`config.mk`:
```
export PLATFORM = sky130hd
export DESIGN_NAME = mc_ctrl
export DESIGN_NICKNAME = d
export VERILOG_FILES = /design/src/rtl/mc_ctrl.sv
export SDC_FILE = /design/constraint.sdc
export NUM_CORES = 1
export LEC_CHECK = 0
export CAP_MARGIN = 20
export CORE_UTILIZATION = 52
export CTS_BUF_LIST = sky130_fd_sc_hd__clkbuf_4 sky130_fd_sc_hd__clkbuf_8
export CTS_CLUSTER_DIAMETER = 200
export DETAILED_ROUTE_END_ITERATION = 16
export GPL_TIMING_DRIVEN = 1
export PLACE_DENSITY = 0.95
export SLEW_MARGIN = 20
export SYNTH_ARGS = -nofsm -noshare
export SYNTH_HDL_FRONTEND = slang
export SYNTH_SLANG_ARGS = --single-unit
```
`constraint.sdc`:
```
create_clock -name clk -period 5 [get_ports clk]
set_input_delay 0.5 -clock clk [delete_from_list [all_inputs] [get_ports clk]]
set_output_delay 0.5 -clock clk [all_outputs]
set_load 0.02 [all_outputs]
```
`src/rtl/mc_ctrl.sv`:
```
// mc_ctrl: multi-cycle MIPS-subset control FSM (FETCH/DECODE/EXEC/MEM/WB).
// Define MC_CTRL_PERF_EN to add the 32-bit retired-instruction counter output.
module mc_ctrl (
    input  logic        clk,
    input  logic        rst,
    input  logic [5:0]  Op,
    input  logic [5:0]  Funct,
    input  logic        Zero,
    input  logic        mem_rdy,
    output logic        mem_req,
    output logic        IorD,
    output logic        IRWrite,
    output logic        PCWrite,
    output logic [1:0]  NPCOp,
    output logic        RegWrite,
    output logic        MemWrite,
    output logic [4:0]  ALUOp,
    output logic        ALUSrc,
    output logic        ARegSel,
    output logic        EXTOp,
    output logic [1:0]  WDSel,
    output logic [1:0]  GPRSel,
    output logic        illegal,
    output logic [2:0]  state
`ifdef MC_CTRL_PERF_EN
    ,
    output logic [31:0] retired
`endif
);

    localparam logic [2:0] S_FETCH  = 3'd0;
    localparam logic [2:0] S_DECODE = 3'd1;
    localparam logic [2:0] S_EXEC   = 3'd2;
    localparam logic [2:0] S_MEM    = 3'd3;
    localparam logic [2:0] S_WB     = 3'd4;

    localparam logic [4:0] ALU_ADD = 5'd0;
    localparam logic [4:0] ALU_SUB = 5'd1;
    localparam logic [4:0] ALU_AND = 5'd2;
    localparam logic [4:0] ALU_OR  = 5'd3;
    localparam logic [4:0] ALU_SLT = 5'd4;
    localparam logic [4:0] ALU_SLL = 5'd5;
    localparam logic [4:0] ALU_SRL = 5'd6;
    localparam logic [4:0] ALU_LUI = 5'd7;

    localparam logic [4:0] C_ILL  = 5'd0;
    localparam logic [4:0] C_ADD  = 5'd1;
    localparam logic [4:0] C_SUB  = 5'd2;
    localparam logic [4:0] C_AND  = 5'd3;
    localparam logic [4:0] C_OR   = 5'd4;
    localparam logic [4:0] C_SLT  = 5'd5;
    localparam logic [4:0] C_SLL  = 5'd6;
    localparam logic [4:0] C_SRL  = 5'd7;
    localparam logic [4:0] C_ADDI = 5'd8;
    localparam logic [4:0] C_ORI  = 5'd9;
    localparam logic [4:0] C_LUI  = 5'd10;
    localparam logic [4:0] C_LW   = 5'd11;
    localparam logic [4:0] C_SW   = 5'd12;
    localparam logic [4:0] C_BEQ  = 5'd13;
    localparam logic [4:0] C_BNE  = 5'd14;
    localparam logic [4:0] C_J    = 5'd15;
    localparam logic [4:0] C_JAL  = 5'd16;
    localparam logic [4:0] C_JR   = 5'd17;
    localparam logic [4:0] C_JALR = 5'd18;

    function automatic logic [4:0] decode(input logic [5:0] op, input logic [5:0] fn);
        logic [4:0] c;
        c = C_ILL;
        case (op)
            6'h00: begin
                case (fn)
                    6'h20:   c = C_ADD;
                    6'h22:   c = C_SUB;
                    6'h24:   c = C_AND;
                    6'h25:   c = C_OR;
                    6'h2A:   c = C_SLT;
                    6'h00:   c = C_SLL;
                    6'h02:   c = C_SRL;
                    6'h08:   c = C_JR;
                    6'h09:   c = C_JALR;
                    default: c = C_ILL;
                endcase
            end
            6'h08:   c = C_ADDI;
            6'h0D:   c = C_ORI;
            6'h0F:   c = C_LUI;
            6'h23:   c = C_LW;
            6'h2B:   c = C_SW;
            6'h04:   c = C_BEQ;
            6'h05:   c = C_BNE;
            6'h02:   c = C_J;
            6'h03:   c = C_JAL;
            default: c = C_ILL;
        endcase
        return c;
    endfunction

    function automatic logic [4:0] alu_op(input logic [4:0] c);
        logic [4:0] a;
        case (c)
            C_SUB, C_BEQ, C_BNE: a = ALU_SUB;
            C_AND:               a = ALU_AND;
            C_OR, C_ORI:         a = ALU_OR;
            C_SLT:               a = ALU_SLT;
            C_SLL:               a = ALU_SLL;
            C_SRL:               a = ALU_SRL;
            C_LUI:               a = ALU_LUI;
            default:             a = ALU_ADD;
        endcase
        return a;
    endfunction

    logic [2:0] cur;
    logic [2:0] nxt;
    logic [4:0] cls;
    logic [4:0] dec_cls;
    logic       run;

    assign dec_cls = decode(Op, Funct);
    assign state   = cur;

    // run holds every output low from reset until the first edge after release
    always_ff @(posedge clk or negedge rst) begin
        if (!rst) begin
            cur <= S_FETCH;
            cls <= C_ILL;
            run <= 1'b0;
        end else begin
            run <= 1'b1;
            if (run) begin
                cur <= nxt;
                if (cur == S_DECODE)
                    cls <= dec_cls;
            end
        end
    end

    always_comb begin
        nxt = S_FETCH;
        case (cur)
            S_FETCH:  nxt = mem_rdy ? S_DECODE : S_FETCH;
            S_DECODE: nxt = (dec_cls == C_ILL) ? S_FETCH : S_EXEC;
            S_EXEC: begin
                if (cls inside {C_ADD, C_SUB, C_AND, C_OR, C_SLT, C_SLL, C_SRL,
                                C_ADDI, C_ORI, C_LUI})
                    nxt = S_WB;
                else if (cls inside {C_LW, C_SW})
                    nxt = S_MEM;
                else
                    nxt = S_FETCH;
            end
            S_MEM: begin
                if (!mem_rdy)
                    nxt = S_MEM;
                else
                    nxt = (cls == C_LW) ? S_WB : S_FETCH;
            end
            S_WB:     nxt = S_FETCH;
            default:  nxt = S_FETCH;
        endcase
    end

    always_comb begin
        mem_req  = 1'b0;
        IorD     = 1'b0;
        IRWrite  = 1'b0;
        PCWrite  = 1'b0;
        NPCOp    = 2'b00;
        RegWrite = 1'b0;
        MemWrite = 1'b0;
        ALUOp    = ALU_ADD;
        ALUSrc   = 1'b0;
        ARegSel  = 1'b0;
        EXTOp    = 1'b0;
        WDSel    = 2'b00;
        GPRSel   = 2'b00;
        illegal  = 1'b0;
        if (run) begin
            case (cur)
                S_FETCH: begin
                    mem_req = 1'b1;
                    if (mem_rdy) begin
                        IRWrite = 1'b1;
                        PCWrite = 1'b1;
                    end
                end
                S_DECODE: illegal = (dec_cls == C_ILL);
                S_EXEC: begin
                    ALUOp   = alu_op(cls);
                    ALUSrc  = cls inside {C_ADDI, C_ORI, C_LUI, C_LW, C_SW};
                    ARegSel = cls inside {C_SLL, C_SRL};
                    EXTOp   = cls inside {C_ADDI, C_LW, C_SW};
                    case (cls)
                        C_BEQ: if (Zero) begin
                            PCWrite = 1'b1;
                            NPCOp   = 2'b01;
                        end
                        C_BNE: if (!Zero) begin
                            PCWrite = 1'b1;
                            NPCOp   = 2'b01;
                        end
                        C_J: begin
                            PCWrite = 1'b1;
                            NPCOp   = 2'b10;
                        end
                        C_JAL: begin
                            PCWrite  = 1'b1;
                            NPCOp    = 2'b10;
                            RegWrite = 1'b1;
                            GPRSel   = 2'b10;
                            WDSel    = 2'b10;
                        end
                        C_JR: begin
                            PCWrite = 1'b1;
                            NPCOp   = 2'b11;
                        end
                        C_JALR: begin
                            PCWrite  = 1'b1;
                            NPCOp    = 2'b11;
                            RegWrite = 1'b1;
                            WDSel    = 2'b10;
                        end
                        default: ;
                    endcase
                end
                S_MEM: begin
                    mem_req  = 1'b1;
                    IorD     = 1'b1;
                    MemWrite = (cls == C_SW);
                end
                S_WB: begin
                    RegWrite = 1'b1;
                    if (cls == C_LW) begin
                        GPRSel = 2'b01;
                        WDSel  = 2'b01;
                    end else if (cls inside {C_ADDI, C_ORI, C_LUI}) begin
                        GPRSel = 2'b01;
                    end
                end
                default: ;
            endcase
        end
    end

`ifdef MC_CTRL_PERF_EN
    // Only completions out of EXEC/MEM/WB count; illegal exits from DECODE do not
    always_ff @(posedge clk or negedge rst) begin
        if (!rst)
            retired <= 32'd0;
        else if (run && nxt == S_FETCH &&
                 (cur == S_EXEC || cur == S_MEM || cur == S_WB))
            retired <= retired + 32'd1;
    end
`endif

endmodule

```
# Yosys cells after proc, flatten, opt, wreduce, memory -nomap -nowiden
# Memories as Yosys holds them, arrays and structs flattened.
# Index checks and enable logic that the tools add are counted.
# totals
regBits	9
mem_bits_ro	48
input_bits	16
output_inout_bits	24
wordCells	110
memories	1
# op_classes
eq_ne	39
mux	51
reduce_logical	16
# memory_table
memory	words	word_bits	read_ports	rd_clocked_by_memory_dff	wr	line	text
(no name shown)	16	3	1	0	0	100	case (c)
# ops
operator	count
5-bit one-hot mux with 10 select lines	1
5-bit one-hot mux with 9 select lines	1
6-bit == test (second input constant)	7
5-bit by 4-bit == test with 1-bit output (second input constant)	8
6-bit by 4-bit == test with 1-bit output (second input constant)	5
1-bit two-way mux	28
5-bit by 3-bit == test with 1-bit output (second input constant)	4
6-bit by 2-bit == test with 1-bit output (second input constant)	3
2-bit two-way mux	8
5-bit == test (second input constant)	3
5-bit two-way mux	3
6-bit by 3-bit == test with 1-bit output (second input constant)	2
6-bit zero test	2
3-bit one-hot mux with 4 select lines	1
5-bit by 2-bit == test with 1-bit output (second input constant)	2
10-bit nonzero test	1
3-bit two-way mux	3
2-bit one-hot mux with 2 select lines	2
2-bit one-hot mux with 4 select lines	1
2-bit OR reduction	4
3-bit by 2-bit == test with 1-bit output (second input constant)	2
3-bit nonzero test	2
5-bit by 1-bit == test with 1-bit output (second input constant)	1
5-bit zero test	1
9 further kinds	11

# Depth between registers and ports, before layout
# logic_depth
ltp_word	6
depth_mapped	8
depth_no_buf	7

# Worst setup path after synthesis
# OpenSTA, ideal clock, no wires.
# synth_path
kind	register to output
from	register cls[0]
to	output NPCOp[0]
t_arrival_ns	2.285
required_ns	4.500
setup_slack_ns	2.215
path_stages_with_launch	8
path_buffers	1
path_cell_list	dfrtp_1 -> inv_1 -> ha_1 -> clkbuf_1 -> nor3_1 -> nor2_1 -> a21oi_1 -> a2111oi_0
# synth_via
elab_chain_len	5
word_cells_on_any_way	11
cone_classes	eq/ne: 6; mux: 3; reduce/logical: 2
# synth_lines
element	line	text
start: declaration	115	logic [4:0] cls;
start signal: assignment	133	cls <= dec_cls;
5-bit == test / 5-bit by 4-bit == test with 1-bit output (equally long branches)	193	case (cls)
2-bit OR reduction (no source line)	n/a	
2-bit one-hot mux with 4 select lines *	193	
2-bit two-way mux *	179	case (cur)
2-bit two-way mux *	178	if (run) begin
end: declaration	14	output logic [1:0] NPCOp,
# Mark *: on every way between the ends. The rest lies on a longest branch, timed or not.

# Worst setup path after layout
# layout_path
from	input Op[3]
to	output illegal
# layout_via
elab_chain_len	5
word_cells_on_any_way	14
cone_classes	eq/ne: 9; mux: 3; reduce/logical: 2
# layout_lines
element	line	text
start: declaration	6	input logic [5:0] Op,
6-bit by 2-bit == test with 1-bit output, or another cell as far along	69	case (op)
5-bit one-hot mux with 10 select lines *	69	
5-bit zero test *	187	S_DECODE: illegal = (dec_cls == C_ILL);
1-bit two-way mux *	179	
1-bit two-way mux *	178	
end: declaration	23	output logic illegal,
# Marked as above.

==> impl_results.md <==
* Status: complete, no violations
* HP Class: input port to asynchronous set/reset pin
* Vias at 1474
* Worst Tran Pin Value at 508 ps
* CTS max path bufs at 2
* MaxCap Viol Count at 0
* Post-DP HPWL at 2.67 mm
* Fin. Hold Viols at 0
* Port bufs at 37
* Clock transition at path regs at 60 ps
* DRT Pass-1 Iters at 5
* CP Capture Type: output port
* Ratio of final minimum period to clock period at about two thirds
* CP arrival at 2800 ps
* Num rows at 17
* Multi-input logic area at 936 um2
* Cts bufs inserted at 3
* First-pass GRT wire length at 5.70 mm
* Power Density at 306 mW/mm2
* Worst-Skew Late Latency at around 270 ps
* Startpoint types: input port
* H-tree Lvls at 1
* Hold_buf cts at 0
* Core Footprint at 0.00225 mm2
* Number of synthesized flops with an enable pin at 0
* P&R area growth vs syn at 28.5%
* Crit Path Max Fanout at 11
* Vias/cell at 6.22
* DR iter-0 viols at 45
* CTS tree: built
* Clock skew at 6.11 ps
* Max VDD drop at approximately 0.18 mV
* TNS Setup at 0 ps
* Post-cts sizing count at 0
* Inserted Diodes at 0
* Final WL at 3.44 mm
* Remaining DRCs at 0
* Yosys cell types at 56
* Final Max Slew Viols at 0
* Final Core Density at 72.3%
* Total gr overflow at 0
* Largest net degree at the start of global routing at 14
* Yosys Warn Count at 0
* Setup bufs post-CTS at 0
* Filler cells at 200
* Mapped cell area at 0.00127 mm2
* I/O pins at 40
* Total GRT Usage at 28.3%
* Die area at 0.00264 mm2
* Most used flip-flop cell after synthesis: dfrtp_1
* Post-layout min period at 3300 ps
* Nets at about 230
* Initial antenna violation count at 0
* Post-synth ARST share at between 90% and 100%
* Share of cells above drive strength 1 at 6.22%
* Rel. slew slack at 65.9%
* Data required, critical path at ~4500 ps
* ANT nets after route at 0
* Seq cells post-synth at 9
* Final Setup Violations at 0
* Post-synthesis sequential area ratio at 17.8%
* Synth Instances at 181
* CTS root buf: clkbuf_4
* Pleak at 0.623 nW
* Initial Util at 56.3%
* Max Clock Freq at 303 MHz
* Register area at 225 um2
* Via count of the first global-routing pass at 1278
* Routed WL per cell at 14.5 um
* Critical path type: input port to output port
* Die Y at approximately 50 um
* Syn_area_per_cell at about 7.0 um2
* Die W at 51.4 um
* Clock sinks at 9
* Routability cong. at 0.919
* RSZ-0062 raised after global routing: false
-- synthesized netlist by cell type, drive strengths merged, types with 2 or more instances --
library cell	number	share of area [%]
a2111oi	2	1.9
a211oi	2	1.2
a21boi	2	1.2
a21o	2	1.2
a21oi	11	4.3
a22o	2	1.4
a31oi	5	2.5
and2	5	2.5
and3	3	1.5
buf	6	3.7
clkbuf	8	2.4
conb	2	0.59
dfrtp	9	18
ha	5	4.9
inv	9	2.7
nand2	15	4.4
nand2b	3	1.5
nand3	2	0.79
nand4	3	1.5
nor2	21	6.2
nor2b	4	2.0
nor3	9	3.6
nor3b	4	2.4
nor4	2	0.99
nor4b	3	2.6
nor4bb	2	1.6
o21a	3	1.8
o21ai	11	4.3
o21bai	2	1.2
o22ai	2	0.99
or3	5	3.0
-- critical path, cell delays in order --
cell and delay (ps):
clkdlybuf4s50_1 590, and3b_1 270, o211ai_1 220, a31oi_1 140, or3_1 340, nor2_1 120, clkdlybuf4s50_1 610
-- where the power goes --
group          leakage (nW)  switching [W]  internal, W   total, W
clock                0.0184      0.0000261    0.0000362  0.0000623
combinational         0.489       0.000172     0.000130   0.000302
sequential            0.116      0.0000436    0.0000913   0.000135
total                 0.623       0.000242     0.000258   0.000499
-- state kept, by name, indices dropped and copies added (netlist names) --
signal and count:
state 3, cls 5, run 1
-- cell families (layout without fill, tap and decap cells) --
logic type	Yosys count	after routing	share of synthesized area, %
xor gates and xnor gates	1	1	0.690
muxes	1	1	0.888
adders and majority gates	5	5	4.93
AOI/OAI and AO/OA	53	53	28.3
other	2	3	0.592
DFF	9	9	17.8
and+or+nand+nor	87	87	38.1
buffers and inverters	23	50	8.78
-- routing by layer --
metal / track usage [%] / up-vias / share of wire, %
li1: - / 710 / -
met5: 0 / - / 0
met4: 14.9 / 0 / 3.0
met3: 3.87 / 14 / 5.9
met2: 49.4 / 76 / 52
met1: 33.3 / 674 / 39
-- cell usage in the layout, fill, tap and decap left out, drive strengths merged, types with 2 or more instances in the layout --
cell,count
clkdlybuf4s50,37
nor2,21
nand2,15
o21ai,11
a21oi,11
nor3,9
dfrtp,9
inv,9
and2,5
a31oi,5
ha,5
or3,5
nor2b,4
nor3b,4
clkbuf,4
nand2b,3
o21a,3
nand4,3
and3,3
conb,3
nor4b,3
nand3,2
a211oi,2
nor4bb,2
o21bai,2
nor4,2
a22o,2
a21o,2
o22ai,2
a2111oi,2
a21boi,2
-- final cells by class --
cell class                      count  area share, %
Clock buffer                        4           1.84
Sequential cell                     9           13.8
Timing Repair Buffer               37           22.7
Tap cell                           28           2.15
Inverter                            9           2.07
Multi-Input combinational cell    150           57.4
-- worst paths after layout --
check | from | to | slack (ps) | cells after the start
max in group asynchronous | rst | state[1] | 4180 | 1
max | Op[3] | illegal | 1700 | 7
min | rst | cls[2] | 530 | 1
min reg2reg | cls[0] | cls[0] | 620 | 2
max reg2reg | cls[0] | state[1] | 3000 | 7
min in group clk | cls[0] | cls[0] | 620 | 2
-- metrics by stage --
| stage | worst slack, ps | power [W] | area, um2 | hold WS, ps | cells |
|---|---|---|---|---|---|
| 2_1_floorplan | 2220 | 0.000351 | 1270 | 204 | 182 |
| 3_3_place_gp | 1850 | 0.000415 | 1600 | 565 | 233 |
| 3_5_place_dp | 1760 | 0.000431 | 1600 | 588 | 233 |
| 4_1_cts | 1740 | 0.000493 | 1630 | 551 | 237 |
| 5_1_grt | 1570 | 0.000542 | 1630 | 555 | 237 |
| 6_report | 1700 | 0.000499 | 1630 | 528 | 237 |
No activity file was read; power rests on OpenSTA's default activity.
